--- config.mk ---
export PLATFORM = sky130hd
export DESIGN_NAME = multi_cycle_cpu
export DESIGN_NICKNAME = d
export VERILOG_FILES = /design/src/rtl/multi_cycle_cpu_pkg.sv /design/src/rtl/alu.sv /design/src/rtl/multi_cycle_cpu_ctrl.sv /design/src/rtl/register_file.sv /design/src/rtl/multi_cycle_cpu.sv
export SDC_FILE = /design/constraint.sdc
export NUM_CORES = 2
export LEC_CHECK = 0
export CAP_MARGIN = 20
export CELL_PAD_IN_SITES_DETAIL_PLACEMENT = 1
export CELL_PAD_IN_SITES_GLOBAL_PLACEMENT = 2
export CORE_MARGIN = 2
export CORE_UTILIZATION = 48
export CTS_CLUSTER_DIAMETER = 120
export DETAILED_ROUTE_END_ITERATION = 8
export DONT_BUFFER_PORTS = 1
export HOLD_SLACK_MARGIN = 0.12
export PLACE_DENSITY_LB_ADDON = 0.3
export SETUP_SLACK_MARGIN = 0.15
export SLEW_MARGIN = 20
export SYNTH_ARGS = -nofsm -noshare
export SYNTH_HDL_FRONTEND = slang
export SYNTH_SLANG_ARGS = --single-unit
--- constraint.sdc ---
create_clock -name clk -period 13.9 [get_ports clk]
set_input_delay 4.17 -clock clk [delete_from_list [all_inputs] [get_ports clk]]
set_output_delay 4.17 -clock clk [all_outputs]
set_load 0.02 [all_outputs]
--- src/rtl/multi_cycle_cpu_pkg.sv ---
// Shared opcode/funct constants, FSM state encoding and control-word types
// for the multi-cycle MIPS-subset core.
package multi_cycle_cpu_pkg;

  // Primary opcodes (instr[31:26])
  localparam logic [5:0] OP_RTYPE = 6'h00;
  localparam logic [5:0] OP_J     = 6'h02;
  localparam logic [5:0] OP_JAL   = 6'h03;
  localparam logic [5:0] OP_BEQ   = 6'h04;
  localparam logic [5:0] OP_BNE   = 6'h05;
  localparam logic [5:0] OP_ADDI  = 6'h08;
  localparam logic [5:0] OP_ANDI  = 6'h0C;
  localparam logic [5:0] OP_ORI   = 6'h0D;
  localparam logic [5:0] OP_LUI   = 6'h0F;
  localparam logic [5:0] OP_LW    = 6'h23;
  localparam logic [5:0] OP_SW    = 6'h2B;

  // R-type function codes (instr[5:0])
  localparam logic [5:0] FN_SLL = 6'h00;
  localparam logic [5:0] FN_SRL = 6'h02;
  localparam logic [5:0] FN_JR  = 6'h08;
  localparam logic [5:0] FN_ADD = 6'h20;
  localparam logic [5:0] FN_SUB = 6'h22;
  localparam logic [5:0] FN_AND = 6'h24;
  localparam logic [5:0] FN_OR  = 6'h25;
  localparam logic [5:0] FN_SLT = 6'h2A;

  typedef enum logic [2:0] {
    S_FETCH  = 3'd0,
    S_DECODE = 3'd1,
    S_EXEC   = 3'd2,
    S_MEM    = 3'd3,
    S_WB     = 3'd4,
    S_HALT   = 3'd5
  } state_e;

  typedef enum logic [2:0] {
    ALU_ADD, ALU_SUB, ALU_AND, ALU_OR, ALU_SLT, ALU_SLL, ALU_SRL, ALU_PASSB
  } alu_op_e;

  typedef enum logic [1:0] {PC_PLUS4, PC_JUMP, PC_ALUOUT, PC_REG_A} pc_src_e;
  typedef enum logic [1:0] {OPB_REG, OPB_SEXT, OPB_ZEXT, OPB_LUI} opb_sel_e;
  typedef enum logic [1:0] {WA_RD, WA_RT, WA_RA} waddr_sel_e;
  typedef enum logic [1:0] {WD_ALUOUT, WD_MDR, WD_PC} wdata_sel_e;

  // One control word per cycle; all-zero means "do nothing".
  typedef struct packed {
    logic       mem_req;
    logic       mem_we;
    logic       addr_aluout;  // 0: mem_addr=PC, 1: mem_addr=ALUOut
    logic       ir_we;
    logic       pc_we;
    pc_src_e    pc_src;
    logic       ab_we;
    logic       aluout_we;
    logic       aluout_alu;   // 0: branch target, 1: ALU result
    logic       mdr_we;
    logic       rf_we;
    waddr_sel_e waddr_sel;
    wdata_sel_e wdata_sel;
    alu_op_e    alu_op;
    opb_sel_e   opb_sel;
    logic       retire;
  } ctrl_t;

  function automatic logic is_legal(input logic [5:0] op, input logic [5:0] fn);
    case (op)
      OP_RTYPE: return fn inside {FN_ADD, FN_SUB, FN_AND, FN_OR, FN_SLT, FN_SLL, FN_SRL, FN_JR};
      OP_J, OP_JAL, OP_BEQ, OP_BNE, OP_ADDI, OP_ANDI, OP_ORI, OP_LUI, OP_LW, OP_SW: return 1'b1;
      default: return 1'b0;
    endcase
  endfunction

  function automatic alu_op_e funct_alu_op(input logic [5:0] fn);
    case (fn)
      FN_SUB:  return ALU_SUB;
      FN_AND:  return ALU_AND;
      FN_OR:   return ALU_OR;
      FN_SLT:  return ALU_SLT;
      FN_SLL:  return ALU_SLL;
      FN_SRL:  return ALU_SRL;
      default: return ALU_ADD;
    endcase
  endfunction

endpackage

--- src/rtl/alu.sv ---
// Combinational ALU; shifts take their distance from shamt and operate on b.
module alu
  import multi_cycle_cpu_pkg::*;
#(
  parameter int DATA_LEN = 32
) (
  input  alu_op_e             op_i,
  input  logic [DATA_LEN-1:0] a_i,
  input  logic [DATA_LEN-1:0] b_i,
  input  logic [4:0]          shamt_i,
  output logic [DATA_LEN-1:0] y_o
);

  // Operation select
  always_comb begin
    y_o = '0;
    case (op_i)
      ALU_ADD:   y_o = a_i + b_i;
      ALU_SUB:   y_o = a_i - b_i;
      ALU_AND:   y_o = a_i & b_i;
      ALU_OR:    y_o = a_i | b_i;
      ALU_SLT:   y_o = DATA_LEN'($signed(a_i) < $signed(b_i));
      ALU_SLL:   y_o = b_i << shamt_i;
      ALU_SRL:   y_o = b_i >> shamt_i;
      ALU_PASSB: y_o = b_i;
      default:   y_o = '0;
    endcase
  end

endmodule

--- src/rtl/multi_cycle_cpu_ctrl.sv ---
// Control FSM: FETCH/DECODE/EXEC/MEM/WB/HALT and the per-state control word.
// Memory handshake: a request (mem_req, plus mem_we/mem_addr/mem_wdata) is
// held unchanged until an edge where mem_req=1 and mem_ready=1; that edge
// completes the access and is the only edge that may leave FETCH or MEM.
module multi_cycle_cpu_ctrl
  import multi_cycle_cpu_pkg::*;
(
  input  logic       clk_i,
  input  logic       rst_i,
  input  logic [5:0] opcode_i,
  input  logic [5:0] funct_i,
  input  logic       mem_ready_i,
  input  logic       a_eq_b_i,
  output ctrl_t      ctrl_o,
  output state_e     state_o
);

  state_e state_q, state_d;

  // State register; reset overrides everything including HALT
  always_ff @(posedge clk_i) begin
    if (rst_i) state_q <= S_FETCH;
    else       state_q <= state_d;
  end

  // Next-state and control-word decode
  always_comb begin
    ctrl_o  = '0;
    state_d = state_q;
    case (state_q)
      S_FETCH: begin
        ctrl_o.mem_req = 1'b1;
        if (mem_ready_i) begin
          ctrl_o.ir_we  = 1'b1;
          ctrl_o.pc_we  = 1'b1;
          ctrl_o.pc_src = PC_PLUS4;
          state_d       = S_DECODE;
        end
      end
      S_DECODE: begin
        // Operand latch and branch-target precompute happen unconditionally
        ctrl_o.ab_we      = 1'b1;
        ctrl_o.aluout_we  = 1'b1;
        ctrl_o.aluout_alu = 1'b0;
        if (!is_legal(opcode_i, funct_i)) begin
          state_d = S_HALT;
        end else if (opcode_i == OP_J || opcode_i == OP_JAL) begin
          ctrl_o.pc_we  = 1'b1;
          ctrl_o.pc_src = PC_JUMP;
          ctrl_o.retire = 1'b1;
          if (opcode_i == OP_JAL) begin
            // PC already holds the return address (PC+4)
            ctrl_o.rf_we     = 1'b1;
            ctrl_o.waddr_sel = WA_RA;
            ctrl_o.wdata_sel = WD_PC;
          end
          state_d = S_FETCH;
        end else begin
          state_d = S_EXEC;
        end
      end
      S_EXEC: begin
        ctrl_o.aluout_we  = 1'b1;
        ctrl_o.aluout_alu = 1'b1;
        state_d           = S_WB;
        case (opcode_i)
          OP_RTYPE: begin
            ctrl_o.alu_op  = funct_alu_op(funct_i);
            ctrl_o.opb_sel = OPB_REG;
            if (funct_i == FN_JR) begin
              ctrl_o.aluout_we = 1'b0;
              ctrl_o.pc_we     = 1'b1;
              ctrl_o.pc_src    = PC_REG_A;
              ctrl_o.retire    = 1'b1;
              state_d          = S_FETCH;
            end
          end
          OP_ADDI: begin ctrl_o.alu_op = ALU_ADD;   ctrl_o.opb_sel = OPB_SEXT; end
          OP_ANDI: begin ctrl_o.alu_op = ALU_AND;   ctrl_o.opb_sel = OPB_ZEXT; end
          OP_ORI:  begin ctrl_o.alu_op = ALU_OR;    ctrl_o.opb_sel = OPB_ZEXT; end
          OP_LUI:  begin ctrl_o.alu_op = ALU_PASSB; ctrl_o.opb_sel = OPB_LUI;  end
          OP_LW, OP_SW: begin
            ctrl_o.alu_op  = ALU_ADD;
            ctrl_o.opb_sel = OPB_SEXT;
            state_d        = S_MEM;
          end
          OP_BEQ, OP_BNE: begin
            // ALUOut already holds the branch target from DECODE
            ctrl_o.aluout_we = 1'b0;
            ctrl_o.pc_we     = (opcode_i == OP_BEQ) ? a_eq_b_i : !a_eq_b_i;
            ctrl_o.pc_src    = PC_ALUOUT;
            ctrl_o.retire    = 1'b1;
            state_d          = S_FETCH;
          end
          default: begin
            ctrl_o.aluout_we = 1'b0;
            state_d          = S_HALT;
          end
        endcase
      end
      S_MEM: begin
        ctrl_o.mem_req     = 1'b1;
        ctrl_o.addr_aluout = 1'b1;
        ctrl_o.mem_we      = (opcode_i == OP_SW);
        if (mem_ready_i) begin
          if (opcode_i == OP_SW) begin
            ctrl_o.retire = 1'b1;
            state_d       = S_FETCH;
          end else begin
            ctrl_o.mdr_we = 1'b1;
            state_d       = S_WB;
          end
        end
      end
      S_WB: begin
        ctrl_o.rf_we     = 1'b1;
        ctrl_o.waddr_sel = (opcode_i == OP_RTYPE) ? WA_RD : WA_RT;
        ctrl_o.wdata_sel = (opcode_i == OP_LW) ? WD_MDR : WD_ALUOUT;
        ctrl_o.retire    = 1'b1;
        state_d          = S_FETCH;
      end
      S_HALT:  state_d = S_HALT;
      default: state_d = S_HALT;
    endcase
  end

  assign state_o = state_q;

endmodule

--- src/rtl/register_file.sv ---
// 32-entry register file: two asynchronous reads, one synchronous write.
// Register 0 is never written, so it always reads as zero.
module register_file #(
  parameter int DATA_LEN = 32
) (
  input  logic                clk_i,
  input  logic                rst_i,
  input  logic                we_i,
  input  logic [4:0]          waddr_i,
  input  logic [DATA_LEN-1:0] wdata_i,
  input  logic [4:0]          raddr1_i,
  input  logic [4:0]          raddr2_i,
  output logic [DATA_LEN-1:0] rdata1_o,
  output logic [DATA_LEN-1:0] rdata2_o
);

  logic [DATA_LEN-1:0] regs_q [32];

  // Clear on reset, otherwise write any register except R0
  always_ff @(posedge clk_i) begin
    if (rst_i) begin
      for (int i = 0; i < 32; i++) regs_q[i] <= '0;
    end else if (we_i && (waddr_i != 5'd0)) begin
      regs_q[waddr_i] <= wdata_i;
    end
  end

  assign rdata1_o = regs_q[raddr1_i];
  assign rdata2_o = regs_q[raddr2_i];

endmodule

--- src/rtl/multi_cycle_cpu.sv ---
// Multi-cycle MIPS-subset core: datapath registers (PC, IR, A, B, ALUOut,
// MDR), operand/write-back muxes, retire counter, and the shared memory port.
module multi_cycle_cpu #(
  parameter int                DATA_LEN = 32,
  parameter int                ADDR_LEN = 32,
  parameter logic [ADDR_LEN-1:0] RESET_PC = 32'h0000_0000,
  parameter int                CNT_LEN  = 32
) (
  input  logic                clk,
  input  logic                rst,
  output logic                mem_req,
  output logic                mem_we,
  output logic [ADDR_LEN-1:0] mem_addr,
  output logic [DATA_LEN-1:0] mem_wdata,
  input  logic [DATA_LEN-1:0] mem_rdata,
  input  logic                mem_ready,
  output logic                halted,
  output logic                retire,
  output logic [CNT_LEN-1:0]  instr_count,
  output logic [ADDR_LEN-1:0] pc_out,
  output logic [DATA_LEN-1:0] instr_out
);

  import multi_cycle_cpu_pkg::*;

  logic [ADDR_LEN-1:0] pc_q, pc_d;
  logic [DATA_LEN-1:0] ir_q, ir_d, a_q, a_d, b_q, b_d;
  logic [DATA_LEN-1:0] aluout_q, aluout_d, mdr_q, mdr_d;
  logic [CNT_LEN-1:0]  cnt_q, cnt_d;

  ctrl_t  ctrl;
  state_e state;

  logic [DATA_LEN-1:0] rf_rdata1, rf_rdata2, rf_wdata, alu_b, alu_y, imm_sext;
  logic [4:0]          rf_waddr;
  logic [15:0]         imm;
  logic [ADDR_LEN-1:0] pc_plus4, branch_tgt, jump_tgt;

  assign imm        = ir_q[15:0];
  assign imm_sext   = {{(DATA_LEN-16){imm[15]}}, imm};
  assign pc_plus4   = pc_q + ADDR_LEN'(4);
  assign branch_tgt = pc_q + ADDR_LEN'(imm_sext << 2);
  assign jump_tgt   = ADDR_LEN'({pc_q[ADDR_LEN-1 -: 4], ir_q[25:0], 2'b00});

  multi_cycle_cpu_ctrl u_ctrl (
    .clk_i       (clk),
    .rst_i       (rst),
    .opcode_i    (ir_q[31:26]),
    .funct_i     (ir_q[5:0]),
    .mem_ready_i (mem_ready),
    .a_eq_b_i    (a_q == b_q),
    .ctrl_o      (ctrl),
    .state_o     (state)
  );

  // ALU B-operand select: register, sign/zero-extended imm, or imm<<16
  always_comb begin
    alu_b = b_q;
    case (ctrl.opb_sel)
      OPB_SEXT: alu_b = imm_sext;
      OPB_ZEXT: alu_b = DATA_LEN'(imm);
      OPB_LUI:  alu_b = DATA_LEN'({imm, 16'h0000});
      default:  alu_b = b_q;
    endcase
  end

  alu #(.DATA_LEN(DATA_LEN)) u_alu (
    .op_i    (ctrl.alu_op),
    .a_i     (a_q),
    .b_i     (alu_b),
    .shamt_i (ir_q[10:6]),
    .y_o     (alu_y)
  );

  // Register-file write address and data select
  always_comb begin
    rf_waddr = ir_q[15:11];
    rf_wdata = aluout_q;
    case (ctrl.waddr_sel)
      WA_RT:   rf_waddr = ir_q[20:16];
      WA_RA:   rf_waddr = 5'd31;
      default: rf_waddr = ir_q[15:11];
    endcase
    case (ctrl.wdata_sel)
      WD_MDR:  rf_wdata = mdr_q;
      WD_PC:   rf_wdata = DATA_LEN'(pc_q);
      default: rf_wdata = aluout_q;
    endcase
  end

  register_file #(.DATA_LEN(DATA_LEN)) u_rf (
    .clk_i    (clk),
    .rst_i    (rst),
    .we_i     (ctrl.rf_we),
    .waddr_i  (rf_waddr),
    .wdata_i  (rf_wdata),
    .raddr1_i (ir_q[25:21]),
    .raddr2_i (ir_q[20:16]),
    .rdata1_o (rf_rdata1),
    .rdata2_o (rf_rdata2)
  );

  // Next-state for datapath registers, each gated by its control enable
  always_comb begin
    pc_d     = pc_q;
    ir_d     = ir_q;
    a_d      = a_q;
    b_d      = b_q;
    aluout_d = aluout_q;
    mdr_d    = mdr_q;
    cnt_d    = cnt_q + CNT_LEN'(ctrl.retire);
    if (ctrl.ir_we) ir_d = mem_rdata;
    if (ctrl.pc_we) begin
      case (ctrl.pc_src)
        PC_JUMP:   pc_d = jump_tgt;
        PC_ALUOUT: pc_d = ADDR_LEN'(aluout_q);
        PC_REG_A:  pc_d = ADDR_LEN'(a_q);
        default:   pc_d = pc_plus4;
      endcase
    end
    if (ctrl.ab_we) begin
      a_d = rf_rdata1;
      b_d = rf_rdata2;
    end
    if (ctrl.aluout_we) aluout_d = ctrl.aluout_alu ? alu_y : DATA_LEN'(branch_tgt);
    if (ctrl.mdr_we) mdr_d = mem_rdata;
  end

  // Datapath register update with synchronous reset
  always_ff @(posedge clk) begin
    if (rst) begin
      pc_q     <= RESET_PC;
      ir_q     <= '0;
      a_q      <= '0;
      b_q      <= '0;
      aluout_q <= '0;
      mdr_q    <= '0;
      cnt_q    <= '0;
    end else begin
      pc_q     <= pc_d;
      ir_q     <= ir_d;
      a_q      <= a_d;
      b_q      <= b_d;
      aluout_q <= aluout_d;
      mdr_q    <= mdr_d;
      cnt_q    <= cnt_d;
    end
  end

  // The request is masked while rst is high so no access can start or
  // complete on a reset edge, even if a wait-stated access was pending.
  assign mem_req     = ctrl.mem_req & ~rst;
  assign mem_we      = ctrl.mem_we & ~rst;
  assign mem_addr    = ctrl.addr_aluout ? ADDR_LEN'(aluout_q) : pc_q;
  assign mem_wdata   = b_q;
  assign halted      = (state == S_HALT);
  assign retire      = ctrl.retire;
  assign instr_count = cnt_q;
  assign pc_out      = pc_q;
  assign instr_out   = ir_q;

endmodule

# --- Word level (Yosys, flattened, before mapping) ---
# Memory sizes are Yosys's and may differ from the RTL's. A register that Yosys moved wholly into a read port is not among the register bits.
# Index checks and enable logic that the tools add are counted.
word_totals:
  regBits: 163
  ramBits: 1024
  inputBits: 35
  output_inout_bits: 164
  elab_cells: 141
  mem_count: 1
classes:
  add_sub_neg: 5
  n_lt_le_gt_ge: 1
  n_eq_ne: 42
  shift: 2
  mux: 58
  bitwise: 6
  n_reduce_logical: 19
mem_list:
  columns: ["name", "depth", "width", "rd", "rd_ports_with_merged_regs", "wr", "line", "source"]
  rows:
  - ["u_rf.regs_q", 32, 32, 2, 2, 32, "register_file.sv:17", "logic [DATA_LEN-1:0] regs_q [32];"]
ops:
  columns: ["cell", "n"]
  rows:
  - ["$pmux W32 S8", 1]
  - ["$pmux W32 S3", 2]
  - ["$mux W32", 3]
  - ["$add A32 B32 Y32", 2]
  - ["$pmux W32 S2", 1]
  - ["$eq A6 B6 Y1 const B", 7]
  - ["$add A32 B1 Y32", 1]
  - ["$add A32 B3 Y32 const B", 1]
  - ["$and A32 B32 Y32", 1]
  - ["$eq A32 B32 Y1", 1]
  - ["$lt A32 B32 Y1", 1]
  - ["$or A32 B32 Y32", 1]
  - ["$reduce_or A32 Y1", 1]
  - ["$shl A32 B5 Y32", 1]
  - ["$shr A32 B5 Y32", 1]
  - ["$sub A32 B32 Y32", 1]
  - ["$eq A6 B4 Y1 const B", 5]
  - ["$mux W5", 5]
  - ["$pmux W5 S5", 1]
  - ["$mux W3", 8]
  - ["$mux W1", 22]
  - ["$pmux W5 S2", 2]
  - ["$eq A3 B3 Y1 const B", 6]
  - ["$eq A6 B2 Y1 const B", 3]
  - ["31 further kinds", 55]

# --- Longest topological paths before layout ---
logic_depth:
  ltp_word: 15
  ltp_mapped: 23
  depth_no_buf: 18

# --- By module ---
# A second synthesis with hierarchy kept.
unflattened:
  cells_unflattened: 7583
  hier_area_um2: 78276.3
modules_own_cells:
  columns: ["module", "n_inst", "cells_each", "area_each_um2", "seq_area_each_um2"]
  rows:
  - ["register_file", 1, 4605, 55974.9, 30749.5]
  - ["multi_cycle_cpu", 1, 1592, 12991.2, 4484.3]
  - ["alu", 1, 1256, 8491.9, 0.0]
  - ["multi_cycle_cpu_ctrl", 1, 130, 818.3, 60.1]

# --- Worst setup path after synthesis ---
# No wires, ideal clock.
synth_path:
  kind: "in2out"
  start: "input port rst"
  end: "output port mem_we"
  arrival_ns: 5.269
  required_time_ns: 9.730
  path_slack_ns: 4.461
  path_stages: 4
  path_buffers: 3
  cell_sequence: "clkbuf_1 -> clkbuf_1 -> clkbuf_1 -> nor3_1"
synth_between:
  elab_chain_len: 2
synth_lines:
  columns: ["element", "line", "source"]
  rows:
  - ["start, declared", "multi_cycle_cpu.sv:10", "input logic rst,"]
  - ["$not A1 Y1", "multi_cycle_cpu.sv:153", "assign mem_we = ctrl.mem_we & ~rst;"]
  - ["$and A1 B1 Y1", "multi_cycle_cpu.sv:153", null]
  - ["end, declared", "multi_cycle_cpu.sv:12", "output logic mem_we,"]
# Every way passes these cells.

# --- Final worst setup path ---
layout_path:
  start: "input port mem_ready"
  end: "output port retire"
layout_between:
  elab_chain_len: 2
layout_lines:
  columns: ["element", "line", "source"]
  rows:
  - ["start, declared", "multi_cycle_cpu.sv:16", "input logic mem_ready,"]
  - ["$mux W1", "multi_cycle_cpu_ctrl.sv:105", "if (mem_ready_i) begin"]
  - ["$pmux W1 S4", "multi_cycle_cpu_ctrl.sv:30", "case (state_q)"]
  - ["end, declared", "multi_cycle_cpu.sv:18", "output logic retire,"]
# Every way passes these cells.

==> impl_metrics.py <==
metrics = {
    "route": {
        "routed_wl_um": 318000,
        "remaining_drc_errors": 0,
        "viasPerCell": 7.10,
        "drt_iter0_drc": 7555,
        "vias": 58800,
        "firstDrtPassIters": 6,
        "ant_nets": 0,
        "wl_per_cell_um": 38.4,
    },
    "pwr": {
        "design_power_total_mw": 12.4,
        "p_leak_nw": 26.5,
        "p_clk_frac": 0.312,
        "switching_power_mw": 4.64,
        "power.internal_mw": 7.77,
        "seqPwrFrac": 0.375,
        "p_per_area_nw_per_um2": 153,
        "netSwitchingFraction": 0.374,
        "p_comb_frac": 0.313,
        "peakVddDrop_uv": 125,
    },
    "setup_path": {
        "critPathKind": "in -> out",
        "cp_max_fo": 8,
        "path_cells": "a41oi_1 -> nand2_1",
        "startpoint_type": "input pin",
        "path_delay_family": "simple AND/OR/NAND/NOR gates",
        "required_ps": 9730,
        "worstSetupEndpointType": "output port",
        "crit_buf_inv": 0,
        "slowest_stage": "nand2_1",
        "critPathMaxStageDelay_ps": 640,
        "worstPathArrival_ps": 4950,
    },
    "synth": {
        "synth_seq_cells": 1251,
        "synthTopCellsByArea": "edfxtp_1 42%, mux4_2 20%, nor2_1 6.8%, dfxtp_1 6.2%, clkbuf_1 2.5%",
        "async_flop_share": 0,
        "yosys.area.top_type": "edfxtp_1",
        "ys_seq_area_frac": 0.481,
        "postSynthAreaPerCell_um2": 11.6,
        "synth_ff_type": "edfxtp_1",
        "synth_top_area_share": 0.419,
        "syn_area_um2": 73400,
        "synth.distinct_cells": 106,
        "synth-edff-count": 1024,
        "syn_inst": 6340,
        "ys_warn_count": 0,
    },
    "sta": {
        "setup_viol_count_final": 0,
        "worstMarginPinSlew_ps": 1240,
        "fin_ws_ps": 4780,
        "skew_ps": 91.7,
        "grt_setup_unrepaired": "false",
        "holdWs_ps": 457,
        "slew_headroom": 0.164,
        "max_freq_mhz": 110,
        "min_period_over_period": 0.656,
        "period_minus_slack_ps": 9120,
        "tns_ps": 0,
        "final_hold_viol_count": 0,
        "slew_violations": 0,
    },
    "floorplanning": {
        "ios": 199,
        "die_area_um2": 156000,
        "die-width_um": 395,
        "core_area_um2": 152000,
        "fp-row-count": 143,
        "dieHeight_um": 395,
        "start_util": 0.483,
    },
    "layout": {
        "nNetsFinal": 6308,
        "area_growth_syn_to_layout_pct": 10.2,
        "ff_latch_area_um2": 35300,
        "fillers": 15400,
        "finalNonFillerCells": 8285,
        "final_common_cell": "nor2_1",
        "multi_input_area_um2": 36000,
        "final_cell_mix": "1337 x nor2_1, 1024 x edfxtp_1, 653 x mux4_2",
        "drive_gt1_frac": 0.205,
    },
    "place": {
        "portBuffers": 0,
        "place_ws_ps": 4830,
        "dp.cells": 8014,
        "gp_congestion": 1.05,
        "hpwl_um": 215000,
    },
    "global_routing": {
        "antenna_found_initial": 10,
        "grt_max_degree": 298,
        "grt-ovfl-total": 0,
        "grt_pass1_wl_um": 448000,
        "grt_usage": 0.403,
        "grt_pass1_vias": 59100,
    },
    "job": {
        "max_cap_viol_count": 0,
    },
    "cts": {
        "clk_latency_ps": 800,
        "ctsResizeCount": 0,
        "clk_path_buf_depth": 3,
        "numClockSinks": 1251,
        "post_cts_buffers": 0,
        "cts_hold_buf": 0,
        "root_buffer": "clkbuf_16",
        "clk_pin_slew_ps": 60,
        "cts_made_buffers": 144,
        "ctsHtreeMaxLevel": 4,
        "cts_tree": "done",
    },
    "run_status": {
        "status": "finished clean",
    },
    "worst_hold_path": {
        "hold_path.class": "reg -> reg",
    },
}
## power groups by stage
stage / combinational [mW] / sequential, mW / clock (mW)
final: 3.89 / 4.66 / 3.87
after global routing: 4.02 / 4.66 / 4.03
after CTS: 3.76 / 4.64 / 3.89
after detailed placement: 3.74 / 4.72 / 0
after global placement: 3.68 / 4.70 / 0
after floorplan: 2.40 / 4.50 / 0
## state kept, by name, indices dropped and copies added, names as in the netlist
signal and count:
a_q 32, aluout_q 32, instr_count 32, instr_out 32
mdr_q 32, mem_wdata 32, pc_out 32, u_ctrl.state_o 3
u_rf.regs_q 1024
## synth_stat cells, drive strengths merged, types with 10 or more instances
library cell / instances
nor2: 1341
xnor2: 62
mux4: 653
o21a: 19
mux2: 15
ha: 133
buf: 99
o22ai: 23
a21o: 17
nor4: 25
nand2b: 59
or4: 10
a221oi: 27
and3: 36
edfxtp: 1024
o221ai: 21
a2111oi: 10
o31ai: 17
nand2: 495
xor2: 73
and2: 17
nand4: 21
a22oi: 57
a211o: 11
o21ai: 216
nor2b: 16
inv: 119
or3: 16
dfxtp: 227
o211ai: 48
mux2i: 105
clkbuf: 496
nand3: 83
o211a: 10
nor3: 67
a211oi: 115
or2: 16
o21bai: 14
a21oi: 345
a31oi: 27
## stage by stage
| step | instance area (µm²) | util |
|---|---|---|
| after detailed placement | 76000 | 0.500 |
| after global placement | 75900 | 0.500 |
| after CTS | 80700 | 0.531 |
| final | 80900 | 0.533 |
| after global routing | 80900 | 0.533 |
| after floorplan | 73500 | - |
## layer usage
metal  GRT usage  up-vias  share of wire
met4       0.265        6          0.079
met2       0.641     4045           0.47
met1       0.498    30300           0.35
li1            -    23400              -
met3      0.0880     1023           0.11
met5           0        -       0.000091
## cell type report
type / count / area share
flip-flops and latches: 1251 / 0.437
diodes: 6 / 0.000186
clock buffers: 187 / 0.0479
repair buffers: 215 / 0.0223
clock inverters: 71 / 0.0106
well taps: 2030 / 0.0314
multi-input cells: 4405 / 0.445
inverters: 120 / 0.00557
## worst paths after layout
path	depth (start not counted)	endpoint	slack, ps	start
max	2	retire	4780	mem_ready
max reg2reg	16	aluout_q[22]$_SDFFE_PP0P_	6860	instr_out[30]$_SDFFE_PP0P_
min	2	mdr_q[23]$_SDFFE_PP0P_	460	mdr_q[23]$_SDFFE_PP0P_
min reg2reg	2	mdr_q[23]$_SDFFE_PP0P_	460	mdr_q[23]$_SDFFE_PP0P_
## cell families (layout without fill, tap and decap cells)
logic type               after synthesis  in the layout  share of synthesized area
AND/OR/NAND/NOR                     2240           2240                      0.128
flip-flops                          1251           1251                      0.481
AO/OA/AOI/OAI                       1089           1089                     0.0971
multiplexers                         773            773                      0.217
buffers and inverters                715            593                     0.0375
adder cells (fa/ha/maj)              136            136                     0.0235
XOR/XNOR                             135            135                     0.0161
other                                  1             38                  0.0000511
Power figures use the tool's default switching activity.
